--- src/rtl/axi4_default_err_slave_pkg.sv ---
// axi4_default_err_slave_pkg: response codes and FSM state types for the default error slave
package axi4_default_err_slave_pkg;
  localparam logic [1:0] ERR_RESP_OKAY   = 2'b00;
  localparam logic [1:0] ERR_RESP_SLVERR = 2'b10;
  localparam logic [1:0] ERR_RESP_DECERR = 2'b11;
  typedef enum logic [1:0] {W_IDLE, W_DATA, W_RESP} w_state_t;
  typedef enum logic {R_IDLE, R_DATA} r_state_t;
endpackage

--- src/rtl/axi4_default_err_slave.sv ---
// axi4_default_err_slave: answers every AXI4 write/read on unmapped space with a fixed error response
module axi4_default_err_slave
  import axi4_default_err_slave_pkg::*;
#(
  parameter int DATA_WIDTH = 64,
  parameter int ID_WIDTH = 8,
  parameter logic [1:0] ERR_RESP = ERR_RESP_DECERR,
  parameter logic [DATA_WIDTH-1:0] RDATA_FILL = 64'hDEAD_BEEF_DEAD_BEEF
) (
  input  logic                  aclk,
  input  logic                  aresetn,
  input  logic [ID_WIDTH-1:0]   awid,
  input  logic                  awvalid,
  output logic                  awready,
  input  logic                  wlast,
  input  logic                  wvalid,
  output logic                  wready,
  output logic [ID_WIDTH-1:0]   bid,
  output logic [1:0]            bresp,
  output logic                  bvalid,
  input  logic                  bready,
  input  logic [ID_WIDTH-1:0]   arid,
  input  logic [7:0]            arlen,
  input  logic                  arvalid,
  output logic                  arready,
  output logic [ID_WIDTH-1:0]   rid,
  output logic [DATA_WIDTH-1:0] rdata,
  output logic [1:0]            rresp,
  output logic                  rlast,
  output logic                  rvalid,
  input  logic                  rready
);
  w_state_t w_state;
  r_state_t r_state;
  logic [7:0] beat_cnt;
  logic [7:0] len;
  assign bresp = ERR_RESP;
  assign rresp = ERR_RESP;
  assign rdata = RDATA_FILL;
  // awready is held low in the release cycle and raised by the first edge in W_IDLE
  always_ff @(posedge aclk or negedge aresetn) begin
    if (!aresetn) begin
      w_state <= W_IDLE;
      awready <= 1'b0;
      wready  <= 1'b0;
      bvalid  <= 1'b0;
      bid     <= '0;
    end else begin
      case (w_state)
        W_IDLE:
          if (awvalid && awready) begin
            bid     <= awid;
            awready <= 1'b0;
            wready  <= 1'b1;
            w_state <= W_DATA;
          end else awready <= 1'b1;
        W_DATA:
          if (wvalid && wready && wlast) begin
            wready  <= 1'b0;
            bvalid  <= 1'b1;
            w_state <= W_RESP;
          end
        default:
          if (bready) begin
            bvalid  <= 1'b0;
            awready <= 1'b1;
            w_state <= W_IDLE;
          end
      endcase
    end
  end
  always_ff @(posedge aclk or negedge aresetn) begin
    if (!aresetn) begin
      r_state  <= R_IDLE;
      arready  <= 1'b0;
      rvalid   <= 1'b0;
      rlast    <= 1'b0;
      rid      <= '0;
      beat_cnt <= '0;
      len      <= '0;
    end else begin
      case (r_state)
        R_IDLE:
          if (arvalid && arready) begin
            rid      <= arid;
            len      <= arlen;
            beat_cnt <= '0;
            arready  <= 1'b0;
            rvalid   <= 1'b1;
            rlast    <= (arlen == 8'd0);
            r_state  <= R_DATA;
          end else arready <= 1'b1;
        default:
          if (rready) begin
            if (rlast) begin
              rvalid  <= 1'b0;
              rlast   <= 1'b0;
              arready <= 1'b1;
              r_state <= R_IDLE;
            end else begin
              beat_cnt <= beat_cnt + 8'd1;
              rlast    <= (beat_cnt + 8'd1 == len);
            end
          end
      endcase
    end
  end
endmodule
--- config.mk ---
export PLATFORM = sky130hd
export DESIGN_NAME = axi4_default_err_slave
export DESIGN_NICKNAME = d
export VERILOG_FILES = /design/src/rtl/axi4_default_err_slave_pkg.sv /design/src/rtl/axi4_default_err_slave.sv
export SDC_FILE = /design/constraint.sdc
export NUM_CORES = 1
export LEC_CHECK = 0
export ABC_AREA = 1
export CORE_ASPECT_RATIO = 1.75
export CORE_MARGIN = 1.5
export CORE_UTILIZATION = 29
export DETAILED_ROUTE_END_ITERATION = 6
export HOLD_SLACK_MARGIN = 0.02
export PLACE_DENSITY = 0.73
export SLEW_MARGIN = 40
export SYNTH_ARGS = -nofsm -noshare
export SYNTH_HDL_FRONTEND = slang
export SYNTH_SLANG_ARGS = --single-unit
--- constraint.sdc ---
create_clock -name aclk -period 1.94 [get_ports aclk]
set_input_delay 0.194 -clock aclk [delete_from_list [all_inputs] [get_ports aclk]]
set_output_delay 0.194 -clock aclk [all_outputs]
set_load 0.01 [all_outputs]
==> run metrics <==
Setup Fix Bufs, Post-CTS=0; H-Tree Depth=2; cells after synthesis=304; CP Data Arrival Time=1.83 ns; fin crit period=1.61 ns; prevailing post-synth register cell=dfrtp_1; CP max stage delay=0.42 ns; clk_lat worst skew=0.29 ns; CTS buffer count=5; worst-path fanout max=5; # rows=44; via count of the routed design=1938; Core ar.=0.00826 mm^2; setup ws final=0.331 ns; Placement Setup Slack=0.295 ns; mux cell area share after synthesis=0; most frequent cell after synthesis=nand2_1; post-synthesis xor/xnor area fraction=0.00658; Slew HR=0.651; initial antenna violation count=0; die area=0.00911 mm^2; clk slew on worst S/H paths=0.06 ns; main combinational cell family by area after synthesis=simple AND/OR/NAND/NOR gates; post-synthesis compound-gate area fraction=0.0668; Die W=72.8 um; endpoints failing setup=0; first drt pass iteration count=4; Core Util, Final=0.365; final setup TNS=0 ns; fraction of the mapped netlist area in adder cells=0.00506; gr usage total=0.119; total chip power=0.00416 W; top area cells in the synthesized netlist=dfrtp_1, buf_4, nand2_1; RSZ-0062 raised after global routing=false; DRC=0; Final Cycle Share=0.829; first-pass GRT wire length=8370 um; Most Frequent Cell on Critical Path=nand2_1; Setup crit end kind=register; Final Skew=0.00325 ns; CTS tree=yes; Routed Antenna Nets=0; Synth top area share=0.415; fill cell count=855; post-synthesis instance area=0.00247 mm^2; yosys warns=0; number of synthesized flops with an enable pin=0; Avg WL per Cell=11.2 um; Final HPWL DP=4050 um; Yosys cell types=29; Hold Fails Final Rpt=0; I/O pin count=122; Critical Path RT=2.16 ns; hold crit path type=input pin to register; drt initial violations=41; Routed Wire Length=5120 um; Slew @ Worst Pin=0.524 ns; Synth Area in Simple Gates=0.253; max_cap viols=0; critical-path cell list=ha_1 -> nand3_1 -> o21ai_1 -> nand2_1 -> nand2_1 -> nand2_1 -> nor2_1 -> nand3_2 -> a21oi_2; Synth top cells by count=nand2_1, buf_4, dfrtp_1; FFs w/ async S/R, synth=1.00; fin nets=396; Sinks on Clock Net=41; fmax=0.622 GHz; #FFs+latches synth=41; area leader, netlist=dfrtp_1; Initial Util=0.299; Setup CP Type=register to register; grt ovf=0; Worst VDD drop=813 uV; nature of the critical path startpoint=register; number of global-route vias before repair=1812; sequential share of the synthesized area=0.415; largest net degree at the start of global routing=42; P_leak=1.49 nW; CP max-delay cell=dfrtp_1; Syn Area/Cell=8.13 um^2; input/output buffers=53; outcome=finished clean; synthesis-to-finish area growth=21.9%; CP Buf/Inv Count=0; Final Max Slew Viols=0; Crit path max-delay family=simple AND/OR/NAND/NOR gates; GP Congestion=0.888; Clock Root Buffer=clkbuf_16; number of vias per cell=4.25; fraction of layout cells with a size suffix above 1=0.0879; Ant. Diodes=0; Clock Tree Buf Depth=2; Chip Height=125 um; Power Dens Cells=1380 mW/mm^2
path summary, 6_finish.rpt:
check                                        start                       to  slack [ns]  depth (start not counted)
setup / recovery           beat_cnt[0]$_DFFE_PN0P_        rlast$_DFFE_PN0P_        0.33                          9
hold / removal                             arid[3]       rid[3]$_DFFE_PN0P_        0.44                          3
setup reg to reg           beat_cnt[0]$_DFFE_PN0P_        rlast$_DFFE_PN0P_        0.33                          9
hold reg to reg                 bid[4]$_DFFE_PN0P_       bid[4]$_DFFE_PN0P_        0.47                          2
max in group asynchronous                  aresetn  beat_cnt[4]$_DFFE_PN0P_        1.07                          3
min in group asynchronous                  aresetn       rid[7]$_DFFE_PN0P_        0.50                          3
cell type report:
class / instances / area (um^2) / share of cell area
inverter: 21 / 78.8 / 0.0262
clock inverter: 2 / 10.0 / 0.00332
clock buffer: 6 / 129 / 0.0428
timing repair buffer: 60 / 581 / 0.193
sequential: 41 / 1030 / 0.340
multi-input combinational: 234 / 1070 / 0.357
tap: 92 / 115 / 0.0382
power breakdown:
group | internal [W] | switching, W
clock network | 0.000473 | 0.000339
logic | 0.000847 | 0.000985
registers | 0.00122 | 0.000296
total | 0.00254 | 0.00162
sequential cells by signal, summed over array words and instances (netlist names):
| name | cells |
|---|---|
| bid | 8 |
| rvalid | 1 |
| beat_cnt | 8 |
| awready | 1 |
| rid | 8 |
| arready | 1 |
| r_state | 1 |
| rlast | 1 |
| bvalid | 1 |
| w_state | 2 |
| wready | 1 |
| len | 8 |
kinds of logic after synthesis:
| kind of cell | after synthesis |
|---|---|
| buffers and inverters | 95 |
| xor gates and xnor gates | 1 |
| other | 2 |
| AOI/OAI and AO/OA | 24 |
| and+or+nand+nor | 140 |
| DFF | 41 |
| adders and majority gates | 1 |
placed cells by master (no fill, tap or decap), drive strengths merged, types with 5 or more instances in the layout:
cell type and n:
buf 7, clkbuf 6, clkdlybuf4s50 52, conb 68, dfrtp 41, inv 21
nand2 98, nand3 22, nor2 11, o21ai 13, o22ai 5
stage by stage:
step,cells,hold slack (ns),cell area [um^2]
3_5_place_dp,447,0.297,2870
4_1_cts,456,0.437,3010
6_report,456,0.438,3010
2_1_floorplan,370,-0.102,2720
5_1_grt,456,0.453,3010
3_3_place_gp,447,0.292,2870
tightest hold or removal path: cells and delay by family:
family,cells,cell delay [ns]
buf+inv,1,0.39
simple gates,2,0.10
repair_timing:
item / 4_1_cts / 5_1_grt
hold endpoints to repair: 41 / 0
hold buffers: 1 / 0
gates resized for setup: 0 / 0
per-layer routing:
metal | part of all wire | GRT usage | wire, um | vias up
li1 | - | - | - | 941
met1 | 0.35 | 0.118 | 1810 | 877
met2 | 0.55 | 0.223 | 2820 | 113
met3 | 0.074 | 0.0306 | 378 | 7
met4 | 0.021 | 0.0533 | 107 | 0
met5 | 0 | 0 | 0 | -
Power figures use the tool's default switching activity.
